==> src/rtl/ddp_mm_pkg.sv <==
// Shared sizing, command encoding and stored-entry layout for the matching-memory RAM.
package ddp_mm_pkg;
    localparam int DEPTH  = 64;
    localparam int ADDR_W = 6;
    localparam int DATA_W = 16;
    localparam int HDR_W  = 16;

    typedef enum logic [1:0] {
        CMD_BYPASS  = 2'd0,
        CMD_WRITE   = 2'd1,
        CMD_FIRE    = 2'd2,
        CMD_ILLEGAL = 2'd3
    } cmd_e;

    typedef struct packed {
        logic              lr;
        logic [DATA_W-1:0] data;
    } entry_t;

    localparam int ENTRY_W = $bits(entry_t);

    // Non-matching packets ignore WR_E/DEL; a matching packet needs exactly one of them.
    function automatic cmd_e decode_cmd(input logic match, input logic wr_e, input logic del);
        if (!match)       return CMD_BYPASS;
        if (wr_e == del)  return CMD_ILLEGAL;
        return wr_e ? CMD_WRITE : CMD_FIRE;
    endfunction
endpackage

==> src/rtl/mmram_join_if.sv <==
// Packet/command handshake bundle between the CAM allocator, the RAM join stage and downstream.
interface mmram_join_if;
    import ddp_mm_pkg::*;

    logic              IN_REQ;
    logic              IN_ACK;
    logic              MATCH;
    logic              WR_E;
    logic              DEL;
    logic [ADDR_W-1:0] ADDR;
    logic              IN_LR;
    logic [HDR_W-1:0]  IN_HDR;
    logic [DATA_W-1:0] IN_DATA;
    logic              OUT_REQ;
    logic              OUT_ACK;
    logic [HDR_W-1:0]  OUT_HDR;
    logic [DATA_W-1:0] OUT_LD;
    logic [DATA_W-1:0] OUT_RD;
    logic              OUT_SINGLE;
    logic [DEPTH-1:0]  CLR_EN;
    logic [ADDR_W:0]   OCC;
    logic              ERR;

    modport slave (
        input  IN_REQ, MATCH, WR_E, DEL, ADDR, IN_LR, IN_HDR, IN_DATA, OUT_ACK,
        output IN_ACK, OUT_REQ, OUT_HDR, OUT_LD, OUT_RD, OUT_SINGLE, CLR_EN, OCC, ERR
    );

    modport master (
        output IN_REQ, MATCH, WR_E, DEL, ADDR, IN_LR, IN_HDR, IN_DATA, OUT_ACK,
        input  IN_ACK, OUT_REQ, OUT_HDR, OUT_LD, OUT_RD, OUT_SINGLE, CLR_EN, OCC, ERR
    );
endinterface

==> src/rtl/mmram_sp_sync.sv <==
// One-write/one-read synchronous RAM with registered read; contents survive reset.
module mmram_sp_sync #(
    parameter int DEPTH = 64,
    parameter int AW    = 6,
    parameter int W     = 17
) (
    input  logic          clk,
    input  logic          we,
    input  logic [AW-1:0] waddr,
    input  logic [W-1:0]  wdata,
    input  logic          re,
    input  logic [AW-1:0] raddr,
    output logic [W-1:0]  rdata
);
    logic [W-1:0] mem [DEPTH];

    // rdata only moves on a read so a stalled consumer keeps its operand.
    always_ff @(posedge clk) begin
        if (we) mem[waddr] <= wdata;
        if (re) rdata <= mem[raddr];
    end
endmodule

==> src/rtl/mmram_join.sv <==
// Matching-memory RAM join: stores waiting operands, joins fired pairs, bypasses singles.
module mmram_join
    import ddp_mm_pkg::*;
(
    input logic         CP,
    input logic         MR,
    mmram_join_if.slave bus
);
    localparam logic [DEPTH-1:0] CLR_ONE = DEPTH'(1);

    cmd_e              cmd;
    logic              in_ack, acc, s1_adv;
    logic              wr_acc, fire_acc, byp_acc, ill_acc;

    logic              s1_v, s1_fire, s1_lr;
    logic [HDR_W-1:0]  s1_hdr;
    logic [DATA_W-1:0] s1_data;
    logic [ENTRY_W-1:0] rd_raw;
    entry_t            rd_entry;

    logic              s2_v, out_single;
    logic [HDR_W-1:0]  out_hdr;
    logic [DATA_W-1:0] out_ld, out_rd;

    logic [DEPTH-1:0]  vld, clr_en;
    logic [ADDR_W:0]   occ;
    logic              err;

    assign cmd      = decode_cmd(bus.MATCH, bus.WR_E, bus.DEL);
    assign s1_adv   = !s2_v || bus.OUT_ACK;
    assign in_ack   = !MR && (!s1_v || s1_adv);
    assign acc      = bus.IN_REQ && in_ack;
    assign wr_acc   = acc && (cmd == CMD_WRITE);
    assign fire_acc = acc && (cmd == CMD_FIRE);
    assign byp_acc  = acc && (cmd == CMD_BYPASS);
    assign ill_acc  = acc && (cmd == CMD_ILLEGAL);
    assign rd_entry = rd_raw;

    mmram_sp_sync #(.DEPTH(DEPTH), .AW(ADDR_W), .W(ENTRY_W)) u_ram (
        .clk   (CP),
        .we    (wr_acc),
        .waddr (bus.ADDR),
        .wdata ({bus.IN_LR, bus.IN_DATA}),
        .re    (fire_acc),
        .raddr (bus.ADDR),
        .rdata (rd_raw)
    );

    // Entry bookkeeping; WRITE and FIRE are mutually exclusive in one cycle.
    always_ff @(posedge CP) begin
        if (MR) begin
            vld    <= '0;
            occ    <= '0;
            err    <= 1'b0;
            clr_en <= '0;
        end else begin
            clr_en <= fire_acc ? (CLR_ONE << bus.ADDR) : '0;
            if (wr_acc) begin
                vld[bus.ADDR] <= 1'b1;
                if (vld[bus.ADDR]) err <= 1'b1;
                else               occ <= occ + 1'b1;
            end
            if (fire_acc) begin
                vld[bus.ADDR] <= 1'b0;
                if (!vld[bus.ADDR]) err <= 1'b1;
                else                occ <= occ - 1'b1;
            end
            if (ill_acc) err <= 1'b1;
            // Partner on the same side means the CAM matched two left or two right operands.
            if (s1_v && s1_fire && (rd_entry.lr == s1_lr)) err <= 1'b1;
        end
    end

    always_ff @(posedge CP) begin
        if (MR)          s1_v <= 1'b0;
        else if (in_ack) s1_v <= fire_acc || byp_acc;
    end

    always_ff @(posedge CP) begin
        if (in_ack) begin
            s1_fire <= fire_acc;
            s1_lr   <= bus.IN_LR;
            s1_hdr  <= bus.IN_HDR;
            s1_data <= bus.IN_DATA;
        end
    end

    always_ff @(posedge CP) begin
        if (MR) begin
            s2_v       <= 1'b0;
            out_hdr    <= '0;
            out_ld     <= '0;
            out_rd     <= '0;
            out_single <= 1'b0;
        end else if (s1_adv) begin
            s2_v <= s1_v;
            if (s1_v) begin
                out_hdr    <= s1_hdr;
                out_single <= !s1_fire;
                if (!s1_fire) begin
                    out_ld <= s1_data;
                    out_rd <= '0;
                end else if (s1_lr) begin
                    out_ld <= rd_entry.data;
                    out_rd <= s1_data;
                end else begin
                    out_ld <= s1_data;
                    out_rd <= rd_entry.data;
                end
            end
        end
    end

    assign bus.IN_ACK     = in_ack;
    assign bus.OUT_REQ    = s2_v;
    assign bus.OUT_HDR    = out_hdr;
    assign bus.OUT_LD     = out_ld;
    assign bus.OUT_RD     = out_rd;
    assign bus.OUT_SINGLE = out_single;
    assign bus.CLR_EN     = clr_en;
    assign bus.OCC        = occ;
    assign bus.ERR        = err;
endmodule
==> src/flat_wrapper.sv <==
// flat-port wrapper written by rule: the top's interface ports become plain ports
module mmram_join_flat import ddp_mm_pkg::*;
  (CP, MR, bus_IN_REQ, bus_MATCH, bus_WR_E, bus_DEL, bus_ADDR, bus_IN_LR, bus_IN_HDR, bus_IN_DATA, bus_OUT_ACK, bus_IN_ACK, bus_OUT_REQ, bus_OUT_HDR, bus_OUT_LD, bus_OUT_RD, bus_OUT_SINGLE, bus_CLR_EN, bus_OCC, bus_ERR);
  mmram_join_if bus_i ();
  input logic CP;
  input logic MR;
  input wire logic [$bits(bus_i.IN_REQ)-1:0] bus_IN_REQ;
  input wire logic [$bits(bus_i.MATCH)-1:0] bus_MATCH;
  input wire logic [$bits(bus_i.WR_E)-1:0] bus_WR_E;
  input wire logic [$bits(bus_i.DEL)-1:0] bus_DEL;
  input wire logic [$bits(bus_i.ADDR)-1:0] bus_ADDR;
  input wire logic [$bits(bus_i.IN_LR)-1:0] bus_IN_LR;
  input wire logic [$bits(bus_i.IN_HDR)-1:0] bus_IN_HDR;
  input wire logic [$bits(bus_i.IN_DATA)-1:0] bus_IN_DATA;
  input wire logic [$bits(bus_i.OUT_ACK)-1:0] bus_OUT_ACK;
  output wire logic [$bits(bus_i.IN_ACK)-1:0] bus_IN_ACK;
  output wire logic [$bits(bus_i.OUT_REQ)-1:0] bus_OUT_REQ;
  output wire logic [$bits(bus_i.OUT_HDR)-1:0] bus_OUT_HDR;
  output wire logic [$bits(bus_i.OUT_LD)-1:0] bus_OUT_LD;
  output wire logic [$bits(bus_i.OUT_RD)-1:0] bus_OUT_RD;
  output wire logic [$bits(bus_i.OUT_SINGLE)-1:0] bus_OUT_SINGLE;
  output wire logic [$bits(bus_i.CLR_EN)-1:0] bus_CLR_EN;
  output wire logic [$bits(bus_i.OCC)-1:0] bus_OCC;
  output wire logic [$bits(bus_i.ERR)-1:0] bus_ERR;
  assign bus_i.IN_REQ = bus_IN_REQ;
  assign bus_i.MATCH = bus_MATCH;
  assign bus_i.WR_E = bus_WR_E;
  assign bus_i.DEL = bus_DEL;
  assign bus_i.ADDR = bus_ADDR;
  assign bus_i.IN_LR = bus_IN_LR;
  assign bus_i.IN_HDR = bus_IN_HDR;
  assign bus_i.IN_DATA = bus_IN_DATA;
  assign bus_i.OUT_ACK = bus_OUT_ACK;
  assign bus_IN_ACK = bus_i.IN_ACK;
  assign bus_OUT_REQ = bus_i.OUT_REQ;
  assign bus_OUT_HDR = bus_i.OUT_HDR;
  assign bus_OUT_LD = bus_i.OUT_LD;
  assign bus_OUT_RD = bus_i.OUT_RD;
  assign bus_OUT_SINGLE = bus_i.OUT_SINGLE;
  assign bus_CLR_EN = bus_i.CLR_EN;
  assign bus_OCC = bus_i.OCC;
  assign bus_ERR = bus_i.ERR;
  mmram_join u_core (.CP(CP), .MR(MR), .bus(bus_i));
endmodule
==> config.mk <==
export PLATFORM = sky130hd
export DESIGN_NAME = mmram_join_flat
export DESIGN_NICKNAME = d
export VERILOG_FILES = /design/src/rtl/ddp_mm_pkg.sv /design/src/rtl/mmram_join_if.sv /design/src/rtl/mmram_sp_sync.sv /design/src/rtl/mmram_join.sv /design/src/flat_wrapper.sv
export SDC_FILE = /design/constraint.sdc
export NUM_CORES = 1
export LEC_CHECK = 0
export ABC_AREA = 0
export CORE_ASPECT_RATIO = 1.75
export CORE_UTILIZATION = 42
export CTS_CLUSTER_DIAMETER = 60
export DETAILED_ROUTE_END_ITERATION = 12
export SLEW_MARGIN = 20
export SYNTH_ARGS = -nofsm -noshare
export SYNTH_HDL_FRONTEND = slang
export SYNTH_HIERARCHICAL = 1
export SYNTH_SLANG_ARGS = --single-unit
==> constraint.sdc <==
create_clock -name CP -period 10.4 [get_ports CP]
set_input_delay 2.08 -clock CP [delete_from_list [all_inputs] [get_ports CP]]
set_output_delay 2.08 -clock CP [all_outputs]
set_load 0.02 [all_outputs]
==> results.sh, run 1 <==
export IMPL_status="complete, no violations"
export IMPL_slowest_delay_ps=700
export IMPL_grt_usage=0.218
export IMPL_cts_reportedPaths_clkPinSlew_ps=60
export IMPL_r2r_setup_slack_ps=6670
export IMPL_end_kind="output pin"
export IMPL_rsz0062_at_grt="no"
export IMPL_die_w_um=264
export IMPL_yosys_cell_types_count=52
export IMPL_vias=26500
export IMPL_synth_ff_type="edfxtp_1"
export IMPL_path_buf_inv=2
export IMPL_clk_path_buf_depth=3
export IMPL_min_period_ps=5880
export IMPL_max_freq_ghz=0.170
export IMPL_cts_root_buffer="clkbuf_16"
export IMPL_maxCapViolCount=0
export IMPL_max_slew_margin=0.148
export IMPL_worstMarginPinSlew_ps=1280
export IMPL_critPathTopFamily="buffers and inverters"
export IMPL_synth_edff_count=1139
export IMPL_worst_setup_path_start_kind="input pin"
export IMPL_synth_seq_cells=1326
export IMPL_drv_slew=0
export IMPL_nNetsFinal=3037
export IMPL_dpl_cell_count=4404
export IMPL_ios=169
export IMPL_grt_max_degree=105
export IMPL_wl_per_cell_um=28.7
export IMPL_dieHeight_um=461
export IMPL_synth_warnings=6
export IMPL_synth_common_cells="1139 x edfxtp_1, 224 x mux4_2, 200 x nor2_1, 187 x dfxtp_1, 149 x mux2i_1"
export IMPL_cts_sinks=1326
export IMPL_cts_tree="done"
export IMPL_drive_above_1_share=0.192
export IMPL_avgSynthCellArea_um2=18.3
export IMPL_yosys_area_top_type="edfxtp_1"
export IMPL_grt_overflow_total=0
export IMPL_postCtsSetupRepairBufs=0
export IMPL_antenna_found_initial=7
export IMPL_arrival_ps=3800
export IMPL_grt_pass1_vias=27100
export IMPL_ant_nets=0
export IMPL_wirelength_um=133000
export IMPL_final_setup_viol_count=0
export IMPL_syn_nets=2809
export IMPL_worstPathCellList="clkdlybuf4s50_1 > nor2b_1 > a21oi_4 > clkdlybuf4s50_1"
export IMPL_p_leak_nw=18.5
export IMPL_synth_area_mm2=0.0505
export IMPL_setup_tns_final_ps=0
export IMPL_die_area_mm2=0.122
export IMPL_cp_slowest_cell="clkdlybuf4s50_1"
export IMPL_synthArstFlopShare=0
export IMPL_cts_resized=0
export IMPL_synth_top_area_frac=0.677
export IMPL_via_per_inst=5.74
export IMPL_period_share=0.565
export IMPL_cts_buffers=111
export IMPL_worstPathMaxFanout=5
export IMPL_rows=168
export IMPL_htree_levels=3
export IMPL_worstPathRequired_ps=8320
export IMPL_finalNonFillerCells=4616
export IMPL_worstSetupPathType="in -> out"
export IMPL_core_mm2=0.120
export IMPL_grt_pass1_wl_um=191000
export IMPL_initial_core_util=0.423
export IMPL_drc=0
export IMPL_routabilityCongestion=0.886
export IMPL_dp_final_hpwl_um=85800
export IMPL_synthCells=2761
export IMPL_insertion_delay_ps=730
export IMPL_yosysSeqAreaShare=0.751
export IMPL_synthTopCellsByArea="edfxtp_1 68%, mux4_2 10%, dfxtp_1 7.4%, mux2i_1 3.0%, nor2_1 1.5%"
export IMPL_first_pass_iters=5
export IMPL_clock_skew_ps=24.6
export IMPL_hold_violations=0
export IMPL_fill_cells=9745
export IMPL_io_buffers=168
export IMPL_power_density_mw_per_mm2=184
export IMPL_cts_hold_buf=0
export IMPL_hp_class="reg -> reg"
export IMPL_vdd_drop_max_uv=137
export IMPL_yosysMostFrequentCell="edfxtp_1"
export IMPL_syn2layout_area_growth_pct=14.5
export IMPL_drt_iter0_drc=2125
export IMPL_cp_common_cell="clkdlybuf4s50_1"
export IMPL_p_total_mw=10.6
## registers in the layout, summed over array words and instances (netlist names), 7 cells and up
signal	count
u_core/bus.OUT_HDR	16
u_core/s1_hdr	16
u_core/u_ram/mem	1088
u_core/bus.OUT_LD	16
u_core/u_ram/rdata	17
u_core/bus.OCC	7
u_core/bus.OUT_RD	16
u_core/bus.CLR_EN	64
u_core/vld	64
u_core/s1_data	16
## cells by family (layout without fill, tap and decap cells)
| logic type | after synthesis | after routing | synth area share |
|---|---|---|---|
| xor+xnor | 3 | 3 | 0.000520 |
| buf+inv | 176 | 500 | 0.0195 |
| flops | 1326 | 1326 | 0.751 |
| compound gates | 298 | 298 | 0.0412 |
| fa+ha+maj | 2 | 2 | 0.000495 |
| other cells | 0 | 1 | 0 |
| mux | 405 | 405 | 0.136 |
| simple gates | 551 | 551 | 0.0510 |
## report_power, final
part / internal, mW / total (mW) / switching [mW]
Sequential: 5.79 / 5.80 / 0.0137
Combinational: 0.185 / 0.536 / 0.350
Clock: 2.38 / 4.30 / 1.91
## metrics by stage
| stage | area (um2) | util | hold WS (ps) | worst slack [ps] |
|---|---|---|---|---|
| after floorplan | 50500 | - | 471 | 3460 |
| after global placement | 54000 | 0.452 | 441 | 4420 |
| after CTS | 57800 | 0.483 | 457 | 4590 |
| final | 57900 | 0.484 | 458 | 4520 |
| after global routing | 57900 | 0.484 | 474 | 4500 |
| after detailed placement | 54000 | 0.452 | 447 | 4380 |
## worst register-to-register path: cells and delay by family, from the launching register on
kind | cells | cell delay [ps]
and+or+nand+nor | 6 | 1880
buffers and inverters | 3 | 1030
DFF | 1 | 320
AOI/OAI and AO/OA | 1 | 180
## final timing paths
check / end / cells after the start / from
setup reg to reg: u_core/u_ram/mem[14][14]$_DFFE_PP_ / 10 / u_core/bus.OUT_REQ$_SDFFE_PP0P_
hold / removal: u_core/bus.OUT_RD[2]$_SDFFE_PP0P_ / 2 / u_core/bus.OUT_RD[2]$_SDFFE_PP0P_
setup / recovery: bus_IN_ACK / 4 / bus_OUT_ACK
hold reg to reg: u_core/bus.OUT_RD[2]$_SDFFE_PP0P_ / 2 / u_core/bus.OUT_RD[2]$_SDFFE_PP0P_
## per-layer routing
layer / GRT usage / part of all wire / up-vias
met5: 0 / 0.00032 / -
met3: 0.0326 / 0.050 / 259
met2: 0.407 / 0.55 / 881
met4: 0.134 / 0.062 / 6
li1: - / - / 11500
met1: 0.229 / 0.34 / 13800
## cells in the final DEF (no fill, tap or decap), types with 68 or more instances in the layout
master              n
dfxtp_1           187
a22oi_1            76
nor2_1            200
buf_4             114
a21oi_1           108
edfxtp_1         1139
mux2i_1           149
nor3_1             68
nand2_1           108
mux4_2            224
clkdlybuf4s50_1   144
clkbuf_16         112
## final cells by class
cell class              count  area [um2]  share of cell area
diodes                      1        2.50           0.0000433
flip-flops and latches   1326       37900               0.656
inverters                   5        18.8            0.000324
clock buffers             142        3000              0.0518
well taps                1530        1910              0.0331
multi-input cells        1259       11700               0.201
repair buffers            286        2540              0.0439
clock inverters            67         777              0.0134
Power figures use the tool's default switching activity.
==> run 2: changes to the inputs <==
==> constraint.sdc (replaced) <==
create_clock -name CP -period 4.8 [get_ports CP]
set_input_delay 0.96 -clock CP [delete_from_list [all_inputs] [get_ports CP]]
set_output_delay 0.96 -clock CP [all_outputs]
set_load 0.02 [all_outputs]
==> run 2 against run 1 <==
Compared with the run above:
- clock power rose by 130%
- first-iteration DRC count rose by 9.5%
- worst setup slack got worse by 3400 ps
- cell area rose by 0.96%
- largest cell class unchanged
==> results.sh, run 2 (synthesis gave the netlist of run 1 again) <==
export IMPL_vias=26600
export IMPL_switching_power_mw=4.98
export IMPL_rsz0062_at_grt="no"
export IMPL_dr_wl_met2_um=74000
export IMPL_hold_start="u_core/bus.OUT_RD[9]$_SDFFE_PP0P_"
export IMPL_hold_violations=0
export IMPL_arrival_ps=4130
export IMPL_io_buffers=168
export IMPL_clock_skew_ps=24.6
export IMPL_routabilityCongestion=0.943
export IMPL_drive_above_1_share=0.202
export IMPL_cts_buffers=112
export IMPL_core_mm2=0.120
export IMPL_wl_per_cell_um=28.6
export IMPL_rows=168
export IMPL_syn2layout_area_growth_pct=15.6
export IMPL_insertion_delay_ps=730
export IMPL_grt_usage=0.220
export IMPL_dpl_cell_count=4446
export IMPL_initial_core_util=0.423
export IMPL_holdPathStages=2
export IMPL_min_period_ps=3720
export IMPL_hp_class="reg -> reg"
export IMPL_power_density_mw_per_mm2=402
export IMPL_htree_levels=3
export IMPL_grt_max_degree=89
export IMPL_dieHeight_um=461
export IMPL_clk_path_buf_depth=3
export IMPL_cts_tree="done"
export IMPL_postCtsSetupRepairBufs=0
export IMPL_period_share=0.776
export IMPL_layout_common_cells="1139 x edfxtp_1, 224 x mux4_2, 199 x nor2_1, 187 x dfxtp_1"
export IMPL_p_int_mw=18.5
export IMPL_hold_path_endpoint="u_core/bus.OUT_RD[9]$_SDFFE_PP0P_"
export IMPL_reg2reg_depth=8
export IMPL_ant_nets=0
export IMPL_drt_met1_wl_um=45700
export IMPL_die_w_um=264
export IMPL_worst_setup_path_start_kind="input pin"
export IMPL_status="complete, no violations"
export IMPL_pre_cts_ws_ps=375
export IMPL_r2r_setup_slack_ps=1380
export IMPL_drt_iter0_drc=2327
export IMPL_max_slew_margin=0.177
export IMPL_via_per_inst=5.71
export IMPL_first_pass_iters=6
export IMPL_fin_hold_ws_ps=454
export IMPL_vdd_drop_max_uv=308
export IMPL_setup_tns_final_ps=0
export IMPL_wirelength_um=133000
export IMPL_wl_met3_um=5710
export IMPL_clkPwrFrac=0.413
export IMPL_end_kind="flop"
export IMPL_drc=0
export IMPL_grt_pass1_wl_um=193000
export IMPL_antenna_found_initial=3
export IMPL_final_common_cell="edfxtp_1"
export IMPL_topRoutingLayerUsed="met4"
export IMPL_finalNonFillerCells=4661
export IMPL_cts_resized=0
export IMPL_p_leak_nw=18.8
export IMPL_regMostFlops="u_core/u_ram/mem"
export IMPL_grt_pass1_vias=27700
export IMPL_final_setup_viol_count=0
export IMPL_r2r_end="u_core/u_ram/mem[46][2]$_DFFE_PP_"
export IMPL_ios=169
export IMPL_worstPathMaxFanout=17
export IMPL_dp_final_hpwl_um=89500
export IMPL_combPwrFrac=0.052
export IMPL_cts_reportedPaths_clkPinSlew_ps=70
export IMPL_fill_cells=9686
export IMPL_die_area_mm2=0.122
export IMPL_p_sw_frac=0.212
export IMPL_cts_root_buffer="clkbuf_16"
export IMPL_worst_slack_ps=1080
export IMPL_cts_sinks=1326
export IMPL_cts_hold_buf=0
export IMPL_r2r_start="u_core/bus.OUT_REQ$_SDFFE_PP0P_"
export IMPL_worstPathRequired_ps=5210
export IMPL_nNetsFinal=3079
export IMPL_worstSetupPathType="in -> reg"
export IMPL_p_total_mw=23.5
export IMPL_drv_slew=0
export IMPL_grt_overflow_total=0
export IMPL_maxCapViolCount=0
export IMPL_worstMarginPinSlew_ps=1230
export IMPL_largest_reg_flops=1088
export IMPL_max_freq_ghz=0.268
export IMPL_p_seq_frac=0.535
## run 2: changes by cell type in the layout (fill, tap and decap cells not counted), sizes merged
cell,before,now
clkinvlp,14,8
clkinv,30,39
inv,15,14
buf,142,182
clkdlybuf4s50,144,145
diode,1,2
clkbuf,142,136
bufinv,13,20
## run 2: metrics by stage
| stage | area, um2 | util |
|---|---|---|
| after floorplan | 50600 | - |
| after global placement | 54400 | 0.455 |
| after detailed placement | 54400 | 0.455 |
| after CTS | 58400 | 0.488 |
| after global routing | 58400 | 0.488 |
| final | 58400 | 0.488 |
## run 2: power by group through the flow
stage / sequential (mW) / combinational (mW) / clock (mW)
2_1_floorplan: 12.8 / 0.641 / 0
3_3_place_gp: 12.8 / 1.22 / 0
3_5_place_dp: 12.8 / 1.24 / 0
4_1_cts: 12.6 / 1.24 / 9.87
5_1_grt: 12.6 / 1.30 / 10.3
6_report: 12.6 / 1.23 / 9.69
## run 2: how the worst max path moves through the flow
stage,startpoint,to,cells after the start
5_1_grt,bus_OUT_ACK,u_core/u_ram/mem[46][0]$_DFFE_PP_,9
4_1_cts,bus_OUT_ACK,bus_IN_ACK,4
6_report,bus_OUT_ACK,u_core/u_ram/mem[46][2]$_DFFE_PP_,9
2_1_floorplan,bus_OUT_ACK,u_core/u_ram/mem[62][0]$_DFFE_PP_,8
3_5_place_dp,bus_OUT_ACK,u_core/u_ram/mem[46][15]$_DFFE_PP_,9
3_3_place_gp,bus_OUT_ACK,u_core/u_ram/mem[46][12]$_DFFE_PP_,9
## run 2: cell type report
type / count / area [um2] / share of cell area
sequential: 1326 / 37900 / 0.650
multi-input combinational: 1259 / 11600 / 0.199
clock buffer: 136 / 2990 / 0.0511
timing repair buffer: 327 / 2940 / 0.0503
tap: 1530 / 1910 / 0.0328
clock inverter: 76 / 953 / 0.0163
inverter: 5 / 18.8 / 0.000321
antenna: 2 / 5.00 / 0.0000857
## run 2: worst max-delay path, stage by stage
cell and delay [ps]:
clkdlybuf4s50_1 470, nor2b_1 130, a21oi_4 190, nand3_1 150
nor2_1 640, nor2b_1 310, nand3_1 600, nor2_1 330
buf_4 320
## run 2: routing by layer
metal  vias up  track usage
li1      11600            -
met1     13700        0.233
met2       958        0.417
met3       297       0.0305
met4         0        0.124
met5         -            0
